`src/rtl/button_debounce_pkg.sv`:
```
// Shared definitions for the push-button conditioner: debounce state
// encoding, default board timing and a parameter legality helper.
package button_debounce_pkg;

    // Debounce FSM states; encoding is fixed so that other blocks can decode it.
    typedef enum logic [1:0] {
        RELEASED     = 2'd0,
        PRESS_WAIT   = 2'd1,
        PRESSED      = 2'd2,
        RELEASE_WAIT = 2'd3
    } btn_state_t;

    // Default board timing: 50 MHz clock, 20 ms debounce window, 1 s long press.
    localparam int CLK_HZ                = 50_000_000;
    localparam int DEF_DEBOUNCE_CYCLES   = CLK_HZ / 50;
    localparam int DEF_LONG_PRESS_CYCLES = CLK_HZ;
    localparam int DEF_CNT_W             = 26;

    // Bits needed to hold the larger of the two cycle counts, inclusive.
    function automatic int cnt_width(input int deb_cycles, input int long_cycles);
        int max_cycles;
        max_cycles = (deb_cycles > long_cycles) ? deb_cycles : long_cycles;
        return $clog2(max_cycles + 1);
    endfunction

    // A configuration is usable only if the debounce window is at least two
    // cycles, a long press is strictly longer than the debounce window, and
    // the counters are wide enough to reach the long-press saturation value.
    function automatic bit params_legal(input int deb_cycles, input int long_cycles,
                                        input int width);
        return (deb_cycles >= 2) &&
               (long_cycles > deb_cycles) &&
               (width >= cnt_width(deb_cycles, long_cycles)) &&
               (width <= 31);
    endfunction

endpackage

```
`src/rtl/sync_2ff.sv`:
```
// Two-flop synchroniser for a single asynchronous input bit. The reset value
// is a parameter so the chain can be parked at the pin's idle level and no
// false edge appears when reset is released.
module sync_2ff #(
    parameter logic RESET_VAL = 1'b0
) (
    input  logic clk,
    input  logic rst,
    input  logic d,
    output logic q
);

    logic [1:0] stage_reg;

    // Shift the raw input through two flops; stage 1 is the metastability catcher.
    always_ff @(posedge clk or posedge rst) begin
        if (rst) begin
            stage_reg <= {2{RESET_VAL}};
        end else begin
            stage_reg <= {stage_reg[0], d};
        end
    end

    assign q = stage_reg[1];

endmodule

```
`src/rtl/button_debounce.sv`:
```
// Push-button conditioner: synchronises the raw pin, normalises polarity,
// debounces both edges and produces a clean held level plus one-cycle
// press, release and long-press strobes. All outputs are registered.
module button_debounce
    import button_debounce_pkg::*;
#(
    parameter bit BUTTON_ACTIVE_LOW = 1'b1,
    parameter int DEBOUNCE_CYCLES   = DEF_DEBOUNCE_CYCLES,
    parameter int LONG_PRESS_CYCLES = DEF_LONG_PRESS_CYCLES,
    parameter int CNT_W             = DEF_CNT_W
) (
    input  logic clk,
    input  logic rst,
    input  logic button,
    output logic pressed,
    output logic press_pulse,
    output logic release_pulse,
    output logic long_press
);

    // Refuse to build with a debounce window shorter than two cycles, a long
    // press not longer than the debounce window, or counters that are too narrow.
    generate
        if (!params_legal(DEBOUNCE_CYCLES, LONG_PRESS_CYCLES, CNT_W)) begin : g_param_check
            $error("button_debounce: illegal DEBOUNCE_CYCLES/LONG_PRESS_CYCLES/CNT_W combination");
        end
    endgenerate

    // The counter holds the number of increments already done after the first
    // pressed sample, so the window closes when it is about to reach N-1.
    localparam logic [CNT_W-1:0] DEB_LAST  = CNT_W'(DEBOUNCE_CYCLES - 2);
    localparam logic [CNT_W-1:0] HOLD_LAST = CNT_W'(LONG_PRESS_CYCLES - 2);
    localparam logic [CNT_W-1:0] HOLD_MAX  = CNT_W'(LONG_PRESS_CYCLES);
    localparam logic [CNT_W-1:0] CNT_ONE   = CNT_W'(1);

    logic             button_sync;
    logic             btn_s;

    btn_state_t       state_reg;
    logic [CNT_W-1:0] deb_cnt_reg;
    logic [CNT_W-1:0] hold_cnt_reg;
    logic             long_done_reg;
    logic             pressed_reg;
    logic             press_pulse_reg;
    logic             release_pulse_reg;
    logic             long_press_reg;

    // Sync chain idles at the released pin level so reset never looks like a press.
    sync_2ff #(
        .RESET_VAL (BUTTON_ACTIVE_LOW)
    ) u_sync (
        .clk (clk),
        .rst (rst),
        .d   (button),
        .q   (button_sync)
    );

    // After synchronisation, 1 always means "button held".
    assign btn_s = BUTTON_ACTIVE_LOW ? ~button_sync : button_sync;

    // Debounce FSM with its counters and registered level/strobe outputs.
    always_ff @(posedge clk or posedge rst) begin
        if (rst) begin
            state_reg         <= RELEASED;
            deb_cnt_reg       <= '0;
            hold_cnt_reg      <= '0;
            long_done_reg     <= 1'b0;
            pressed_reg       <= 1'b0;
            press_pulse_reg   <= 1'b0;
            release_pulse_reg <= 1'b0;
            long_press_reg    <= 1'b0;
        end else begin
            // Strobes last exactly one cycle unless re-asserted below.
            press_pulse_reg   <= 1'b0;
            release_pulse_reg <= 1'b0;
            long_press_reg    <= 1'b0;

            // Hold time keeps running across release bounces, so the long-press
            // detection is shared by PRESSED and RELEASE_WAIT.
            if ((state_reg == PRESSED) || (state_reg == RELEASE_WAIT)) begin
                if (hold_cnt_reg != HOLD_MAX) begin
                    hold_cnt_reg <= hold_cnt_reg + CNT_ONE;
                end
                if ((hold_cnt_reg == HOLD_LAST) && !long_done_reg) begin
                    long_press_reg <= 1'b1;
                    long_done_reg  <= 1'b1;
                end
            end

            case (state_reg)
                RELEASED: begin
                    if (btn_s) begin
                        state_reg   <= PRESS_WAIT;
                        deb_cnt_reg <= '0;
                    end
                end

                PRESS_WAIT: begin
                    if (!btn_s) begin
                        // Too short to be a press: treat as bounce.
                        state_reg <= RELEASED;
                    end else begin
                        deb_cnt_reg <= deb_cnt_reg + CNT_ONE;
                        if (deb_cnt_reg == DEB_LAST) begin
                            state_reg       <= PRESSED;
                            pressed_reg     <= 1'b1;
                            press_pulse_reg <= 1'b1;
                            hold_cnt_reg    <= '0;
                            long_done_reg   <= 1'b0;
                        end
                    end
                end

                PRESSED: begin
                    if (!btn_s) begin
                        state_reg   <= RELEASE_WAIT;
                        deb_cnt_reg <= '0;
                    end
                end

                RELEASE_WAIT: begin
                    if (btn_s) begin
                        // Release bounce: still held, no strobe, long-press state kept.
                        state_reg <= PRESSED;
                    end else begin
                        deb_cnt_reg <= deb_cnt_reg + CNT_ONE;
                        if (deb_cnt_reg == DEB_LAST) begin
                            state_reg         <= RELEASED;
                            pressed_reg       <= 1'b0;
                            release_pulse_reg <= 1'b1;
                        end
                    end
                end

                default: begin
                    state_reg <= RELEASED;
                end
            endcase
        end
    end

    assign pressed       = pressed_reg;
    assign press_pulse   = press_pulse_reg;
    assign release_pulse = release_pulse_reg;
    assign long_press    = long_press_reg;

endmodule

```
`config.mk`:
```
export PLATFORM = sky130hd
export DESIGN_NAME = button_debounce
export DESIGN_NICKNAME = d
export VERILOG_FILES = /design/src/rtl/button_debounce_pkg.sv /design/src/rtl/sync_2ff.sv /design/src/rtl/button_debounce.sv
export SDC_FILE = /design/constraint.sdc
export NUM_CORES = 1
export LEC_CHECK = 0
export ABC_AREA = 1
export CORE_AREA = 3 3 125 127
export CTS_BUF_LIST = sky130_fd_sc_hd__clkbuf_8
export CTS_CLUSTER_DIAMETER = 50
export DETAILED_ROUTE_END_ITERATION = 16
export DIE_AREA = 0 0 128 130
export GPL_TIMING_DRIVEN = 0
export SETUP_SLACK_MARGIN = 0.02
export SYNTH_ARGS = -nofsm -noshare
export SYNTH_HDL_FRONTEND = slang
export SYNTH_SLANG_ARGS = --single-unit
```
`constraint.sdc`:
```
create_clock -name clk -period 2 [get_ports clk]
set_input_delay 0.5 -clock clk [delete_from_list [all_inputs] [get_ports clk]]
set_output_delay 0.5 -clock clk [all_outputs]
set_load 0.05 [all_outputs]
```
* Word-level counts from Yosys, hierarchy flattened
Cells that the tools add are included.
** Storage, ports and cells
- Flip-flop bits (word level) :: 61
- Input port bits :: 3
- Output and inout port bits :: 4
- Word-level logic and storage cells :: 67
** Operators by class
- $add $sub $neg :: 2
- Equal/unequal tests :: 14
- Muxes and demuxes :: 34
- Reduce and logical (&&, ||, !) cells :: 8
** Operators with widths (count)
- 26-bit two-way mux :: 9
- 26-bit one-hot mux with 4 select lines :: 1
- 26-bit by 1-bit adder with 26-bit output (second input constant) :: 2
- 26-bit by 20-bit equality test with 1-bit output (second input constant) :: 1
- 26-bit equality test (second input constant) :: 1
- 26-bit != test (second input constant) :: 1
- 1-bit two-way mux :: 16
- 2-bit two-way mux :: 6
- 2-bit one-hot mux with 4 select lines :: 1
- 4-bit AND reduction :: 2
- 2-bit by 1-bit != test with 1-bit output (second input constant) :: 3
- 2-bit != test (second input constant) :: 3
- 5-bit AND reduction :: 1
- 2-bit equality test (second input constant) :: 2
- 3-bit by 2-bit != test with 1-bit output (second input constant) :: 1
- 3-bit != test (second input constant) :: 1
- 2-bit by 1-bit equality test with 1-bit output (second input constant) :: 1
- 2-bit logical NOT :: 1
- 1-bit one-hot mux with 2 select lines :: 1
- 2-bit nonzero test :: 1
- 1-bit logical AND :: 1
- 1-bit logical NOT :: 1
- 1-bit logical OR :: 1

* Longest topological paths before layout
Gate-level depths: netlist (run 1).
- Depth after elaboration :: 7
- Depth in mapped cells :: 10

* Cells and area by module
Synthesis (run 1) repeated with hierarchy kept, for this count alone.
** Unflattened totals
- Cell total of the unflattened synthesis :: 575
- Area total of the unflattened synthesis :: 3982.6 um^2
** By module, submodules not included
- button_debounce :: instances 1, cells each 572, area an instance 3926.3 um^2, seq. area each 1476.4 um^2
- sync_2ff :: instances 1, cells each 3, area an instance 56.3 um^2, seq. area each 52.6 um^2

* Worst setup path after synthesis (run 1)
OpenSTA, ideal clock, no wires.
- Path type :: reg2reg
- Start :: register deb_cnt_reg[0]
- End :: register pressed_reg (netlist: pressed)
- Setup time :: 0.123 ns
- Arrival time :: 1.334 ns
- Setup slack :: 0.543 ns
- Stages on the path, launching flop included :: 10
- Clock period less this slack :: 1.457 ns
- Cell sequence :: dfrtp_1 -> inv_1 -> ha_1 -> nand2_1 -> nor3_1 -> nand2_1 -> nor2_2 -> nand2_1 -> o21ai_0 -> nand2_1
** Between the ends
- Cells in the longest elaborated chain, start to end :: 3
- Elaborated cells on any way between the ends :: 4
- Classes of those cells :: eq/ne (3); reduce/logical (1)
** Ends and longest elaborated chain
- start: declaration :: RTL line button_debounce.sv:40 : logic [CNT_W-1:0] deb_cnt_reg;
- start signal: assignment :: RTL line button_debounce.sv:103 : deb_cnt_reg <= deb_cnt_reg + CNT_ONE;
- start signal: assignment :: RTL line button_debounce.sv:126 : deb_cnt_reg <= deb_cnt_reg + CNT_ONE;
- 26-bit by 20-bit equality test with 1-bit output (*) :: RTL line button_debounce.sv:104, button_debounce.sv:127
- 2-bit != test (no source line) or 2-bit by 1-bit != test with 1-bit output (tied branches)
- 5-bit AND reduction (no source line) (*)
- end signal: assignment :: RTL line button_debounce.sv:68 : pressed_reg <= 1'b0;
- end signal: assignment :: RTL line button_debounce.sv:106 : pressed_reg <= 1'b1;
- end signal: assignment :: RTL line button_debounce.sv:129 : pressed_reg <= 1'b0;
- end: declaration :: RTL line button_debounce.sv:43 : logic pressed_reg;
Mark *: on every way between the ends. The rest lies on a longest branch, timed or not.
A chain may end at the register's enable or synchronous reset.

* Final worst setup path (run 1)
- Start :: register deb_cnt_reg[0]
- End :: register hold_cnt_reg[13]
** Between the ends
- Cells in the longest elaborated chain, start to end :: 4
** Ends and longest elaborated chain
- 26-bit by 20-bit equality test with 1-bit output :: RTL line button_debounce.sv:104 : if (deb_cnt_reg == DEB_LAST) begin
- 26-bit two-way mux :: RTL line button_debounce.sv:104
- 26-bit two-way mux :: RTL line button_debounce.sv:99 : if (!btn_s) begin
- 26-bit two-way mux :: RTL line button_debounce.sv:90 : case (state_reg)
- end signal: assignment :: RTL line button_debounce.sv:82 : hold_cnt_reg <= hold_cnt_reg + CNT_ONE;
- end: declaration :: RTL line button_debounce.sv:41 : logic [CNT_W-1:0] hold_cnt_reg;
No other way between the ends.

==> results.cfg, run 1 <==
[sta]
slew_headroom_pct = 53.14
setup_tns_ps = 0
timing.fmax_mhz = 564.0
rsz0062_at_grt = false
worst_slew_pin_slew_ps = 701.5
finalMaxSlewViolations = 0
finalHoldViolations = 0
setup_violations = 0
skew_ps = 7.919
finalCriticalPeriod_ps = 1773
finalCritPeriodShare_pct = 88.66

[synthesis]
synth.top_cell.area_share_pct = 38.91
synth_largest_area_cell = dfrtp_1
syn_inst = 546
avgSynthCellArea_sq_um = 6.950
synth-seq-cells = 61
ys_seq_area_share_pct = 40.29
yosysWarnings = 0
syn_area_sq_mm = 0.003795
synthTopCellsByArea = dfrtp_1, nand2_1, nor2_1
synth_cell_types = 33
synth.net_count = 554

[worst_setup_path]
cp-end-kind = register
critPathRequiredTime_ps = 2230
cp_max_fo = 7
start_kind = register
arrival_ps = 2000
crit_type = reg2reg

[final_layout]
fillCellCount = 1637
antenna_cells = 0
layout.cells.non_filler = 753
nets = 572
final_area_sq_mm = 0.004287
drive_gt1_share_pct = 10.54
fin_util_pct = 29.49
area_delta_synth_final_pct = 12.96

[route]
ant_nets = 0
drt-initial-drc-count = 160
post_drt_via_cell_ratio = 4.497
drt_first_pass_iters = 4
routed_wl_mm = 8.796
route.vias.total = 3386
drc = 0
drt-wirelength-per-cell_um = 11.68

[die]
die_w_um = 128
dieArea_sq_mm = 0.01664
rows = 44
ios = 7
core-area_sq_mm = 0.01453
die_height_um = 130
initial_utilization_pct = 26.11

[cts]
holdBufCountCts = 0
cts_buffer_depth = 2
cts_tree = done
numCtsBuffers = 9
htreeDepth = 3
clk_latency_ps = 340
clockRootBuffer = clkbuf_8
clkTransAtPathRegs_ps = 70
cts.sinks = 61

[flow_run]
cap_violations = 0

[hold_path]
hp-class = reg2reg

[global_route]
antenna_found_initial = 0
grt.total_usage_pct = 11.45
grt_max_degree = 32
grt_overflow = 0
grt_pass1_vias = 3274
grt_pass1_wl_mm = 15.47

[power]
p_sw_share_pct = 24.52
comb_power_share_pct = 3.8
power_leakage_nw = 1.880
power_mw = 2.358
power.internal_mw = 1.780
p_sw_mw = 0.5783
vdd_ir_drop_max_mv = 0.2400
seqPwrFrac_pct = 53.4
power.share.clock_pct = 42.8
pwr_density_cell_mw_per_mm2 = 550.2

[run_status]
status = complete, no violations

[place]
dp.cells = 737
placed_cell_area_sq_mm = 0.004109
globalplace.congestion = 0.8302
port-buffer-count = 6
hpwl_mm = 6.568
==> routing by layer <==
metal / wire length, um / GRT usage (%) / part of all wire [%] / vias up
met1: 4317 / 15.36 / 49 / 1551
met5: 0 / 0 / 0 / -
met2: 4067 / 18.64 / 46 / 52
li1: - / - / - / 1775
met3: 321 / 2.824 / 3.6 / 8
met4: 89 / 2.809 / 1.0 / 0
==> power by group through the flow <==
stage | Combinational [mW] | Sequential, mW | Clock [mW]
5_1_grt | 0.106 | 1.26 | 1.11
4_1_cts | 0.0939 | 1.26 | 1.05
2_1_floorplan | 0.0633 | 1.28 | 0
6_report | 0.0901 | 1.26 | 1.01
3_5_place_dp | 0.0936 | 1.28 | 0
3_3_place_gp | 0.0880 | 1.28 | 0
==> through the flow <==
step,hold WS [ps],setup slack (ps)
finish,357.1,226.8
CTS,358.0,170.5
global placement,345.8,-59.67
detailed placement,347.8,200.0
floorplan,345.2,542.6
global route,359.6,30.32
==> cell usage after synthesis, drive strengths merged <==
master  instances
nor2          115
and2            2
a31oi           4
inv            69
nand4          13
nand3          44
ha              5
buf             5
dfstp           2
or2             1
o21bai          1
o21ai          21
a21oi          28
xnor2           1
xor2            4
dfrtp          59
mux2i           2
o31ai           1
nand2         149
and3            1
nor3           16
nand3b          3
==> logic make-up (layout without fill, tap and decap cells) <==
logic type | Yosys count | count (layout) | synth area share [%]
simple gates | 344 | 344 | 41.08
buf+inv | 74 | 97 | 7.781
flops | 61 | 61 | 40.29
compound gates | 55 | 55 | 7.517
fa+ha+maj | 5 | 5 | 1.649
xor+xnor | 5 | 5 | 1.154
mux | 2 | 2 | 0.5276
==> placed cells by master (no fill, tap or decap), types with 10 or more instances in the layout <==
cell type	count
nand3_1	41
dfrtp_1	59
nand4_1	13
a21oi_1	28
inv_1	66
nor2_1	99
nand2_2	10
clkbuf_8	11
nor3_1	14
nand2_1	138
o21ai_0	19
==> critical path, stage by stage (launching register included) <==
cell     delay [ps]
dfrtp_1         400
inv_1           110
ha_1            200
nand2_1          60
nor3_1          200
nand2_1         130
nor2_4          160
nand3_2         190
and3_1          210
==> final cells by class <==
cell class | instances | area, sq um | area share (%)
clock buffer | 11 | 151.4 | 3.532
tap | 184 | 230.2 | 5.371
timing repair buffer | 7 | 75.07 | 1.751
clock inverter | 5 | 26.28 | 0.6130
multi-input combinational | 411 | 1976 | 46.09
sequential | 61 | 1529 | 35.67
inverter | 69 | 262.8 | 6.130
buffer | 5 | 36.28 | 0.8465
==> final timing paths <==
kind,from,end,slack (ps),cells past startpoint
max,deb_cnt_reg[0]$_DFFE_PP0P_,hold_cnt_reg[13]$_DFF_PP0_,230,8
min,u_sync.stage_reg[0]$_DFF_PP1_,u_sync.stage_reg[1]$_DFF_PP1_,360,0
max reg2reg,deb_cnt_reg[0]$_DFFE_PP0P_,hold_cnt_reg[13]$_DFF_PP0_,230,8
min reg2reg,u_sync.stage_reg[0]$_DFF_PP1_,u_sync.stage_reg[1]$_DFF_PP1_,360,0
max in group asynchronous,rst,deb_cnt_reg[11]$_DFFE_PP0P_,800,3
min in group asynchronous,rst,hold_cnt_reg[2]$_DFF_PP0_,610,2
==> timing repair <==
item	CTS	global route
setup endpoints to repair	4	3
setup buffers	0	0
gates resized for setup	4	1
Note: power is estimated with default switching activity, not from simulation.
==> run 2, diff against run 1 <==
Settings changed: CTS_CLUSTER_SIZE set to 40.
==> results of run 2 <==
Same layout as run 1: the final DEF is identical, and so are final timing and power.
==> run 3, diff against run 2 <==
Settings changed: SLEW_MARGIN set to 20.
==> results.cfg, run 3 (synthesis gave the netlist of run 1 again) <==
[power]
p_sw_mw = 0.5640
pwr_density_cell_mw_per_mm2 = 579.5
seqPwrFrac_pct = 50.3
power.share.clock_pct = 46.1
comb_power_share_pct = 3.6
p_sw_share_pct = 22.54
power_leakage_nw = 1.914
vdd_ir_drop_max_mv = 0.2991
power.internal_mw = 1.939

[global_route]
antenna_found_initial = 0
grt.total_usage_pct = 11.68
grt_pass1_vias = 3333
grt_overflow = 0
grt_max_degree = 32
grt_pass1_wl_mm = 15.71

[final_layout]
fin_util_pct = 29.72
drive_gt1_share_pct = 10.19
final_area_sq_mm = 0.004319
nets = 572
mostFrequentLayoutCell = nand2_1
area_delta_synth_final_pct = 13.81
mostFrequentLayoutCells = nand2_1, nor2_1, inv_1, dfrtp_1, nand3_1
layout.cells.non_filler = 753
antenna_cells = 0

[worst_setup_path]
crit_chain = nor2_1 > nand4_1 > nor2_1 > nand3_2 > inv_2 > nor3_1
rrSetupSlack_ps = 230
cp-end-kind = register
cp_common_cell = nor2_1
crit_slowest_cell = dfrtp_1
cp_max_fo = 10
critPathTopFamily = simple AND/OR/NAND/NOR gates
crit_type = reg2reg
critPathRequiredTime_ps = 2230
crit_start = deb_cnt_reg[15]$_DFFE_PP0P_
critPathBufInv = 1
start_kind = register
worstReg2RegStart = deb_cnt_reg[15]$_DFFE_PP0P_
arrival_ps = 2010
slowest_delay_ps = 420

[sta]
skew_ps = 8.801
finalMaxSlewViolations = 0
rsz0062_at_grt = true
worst_slew_pin_slew_ps = 702.1
finalCritPeriodShare_pct = 88.65
setup_violations = 0
finalCriticalPeriod_ps = 1773
timing.fmax_mhz = 564.0
finalHoldViolations = 0
slew_headroom_pct = 53.09

[cts]
clk_latency_ps = 350
clkTransAtPathRegs_ps = 60
clockRootBuffer = clkbuf_8
cts.sinks = 61
holdBufCountCts = 0
numCtsBuffers = 9
cts_buffer_depth = 2
htreeDepth = 3
cts_tree = done
post-cts-setup-buffers = 0

[route]
drt-initial-drc-count = 190
drt-wirelength-per-cell_um = 11.68
ant_nets = 0
drt_first_pass_iters = 4
routed_wl_mm = 8.792
route.vias.total = 3364
post_drt_via_cell_ratio = 4.467
drc = 0

[die]
core-area_sq_mm = 0.01453
die_height_um = 130
die_w_um = 128
ios = 7
dieArea_sq_mm = 0.01664
initial_utilization_pct = 26.11
rows = 44

[place]
dp.cells = 737
placed_cell_area_sq_mm = 0.004109
hpwl_mm = 6.620
port-buffer-count = 6
globalplace.congestion = 0.8302

[flow_run]
cap_violations = 0

[hold_path]
hp-class = reg2reg
hp-start = u_sync.stage_reg[0]$_DFF_PP1_

[run_status]
status = complete, no violations
[run 3: changes by cell type in the layout (fill, tap and decap cells not counted), sizes merged]
cell / before / now
dlymetal6s2s: 0 / 1
bufinv: 0 / 1
clkbuf: 11 / 12
dlygate4sd2: 4 / 3
inv: 69 / 71
clkinvlp: 2 / 1
clkinv: 3 / 0
[run 3: what timing repair did]
item / in CTS / in global routing
pin swaps: 0 / 0
gates resized for setup: 3 / 2
gates cloned: 0 / 0
endpoints found under the setup margin: 3 / 8
[run 3: power by group through the flow]
stage          Clock (mW)  Sequential, mW  Combinational, mW
2_1_floorplan           0            1.28             0.0633
3_3_place_gp            0            1.28             0.0880
3_5_place_dp            0            1.28             0.0931
4_1_cts              1.20            1.26             0.0939
5_1_grt              1.24            1.26              0.107
6_report             1.15            1.26             0.0900
[run 3: cell type report]
type,count,area [sq um]
sequential,61,1529
inverter,69,262.8
clock buffer,12,165.2
buffer,5,36.28
multi-input combinational,411,1976
clock inverter,4,41.29
tap,184,230.2
timing repair buffer,7,78.83
fill,1633,10210
[run 3: final timing paths]
| path | endpoint | cells after the start |
|---|---|---|
| max in group asynchronous | deb_cnt_reg[8]$_DFFE_PP0P_ | 3 |
| max | hold_cnt_reg[9]$_DFF_PP0_ | 6 |
| min reg2reg | u_sync.stage_reg[1]$_DFF_PP1_ | 0 |
| min in group asynchronous | hold_cnt_reg[2]$_DFF_PP0_ | 2 |
| min | u_sync.stage_reg[1]$_DFF_PP1_ | 0 |
| max reg2reg | hold_cnt_reg[9]$_DFF_PP0_ | 6 |
[run 3: through the flow]
step | hold WS, ps | TNS, ps | setup WS (ps) | total power [mW]
5_1_grt | 358.3 | 0 | 10.12 | 2.611
3_5_place_dp | 347.8 | 0 | 197.0 | 1.376
6_report | 356.0 | 0 | 227.1 | 2.503
4_1_cts | 357.0 | 0 | 20.57 | 2.549
3_3_place_gp | 345.8 | -3217 | -59.67 | 1.371
2_1_floorplan | 345.2 | 0 | 542.6 | 1.342
[run 3: layer usage]
metal  track usage [%]  routed length (um)  up-vias
li1                  -                   -     1779
met1             15.63                4313     1536
met5                 0                   0        -
met3             2.456                 229       14
met2             18.76                4090       35
met4             4.182                 159        0
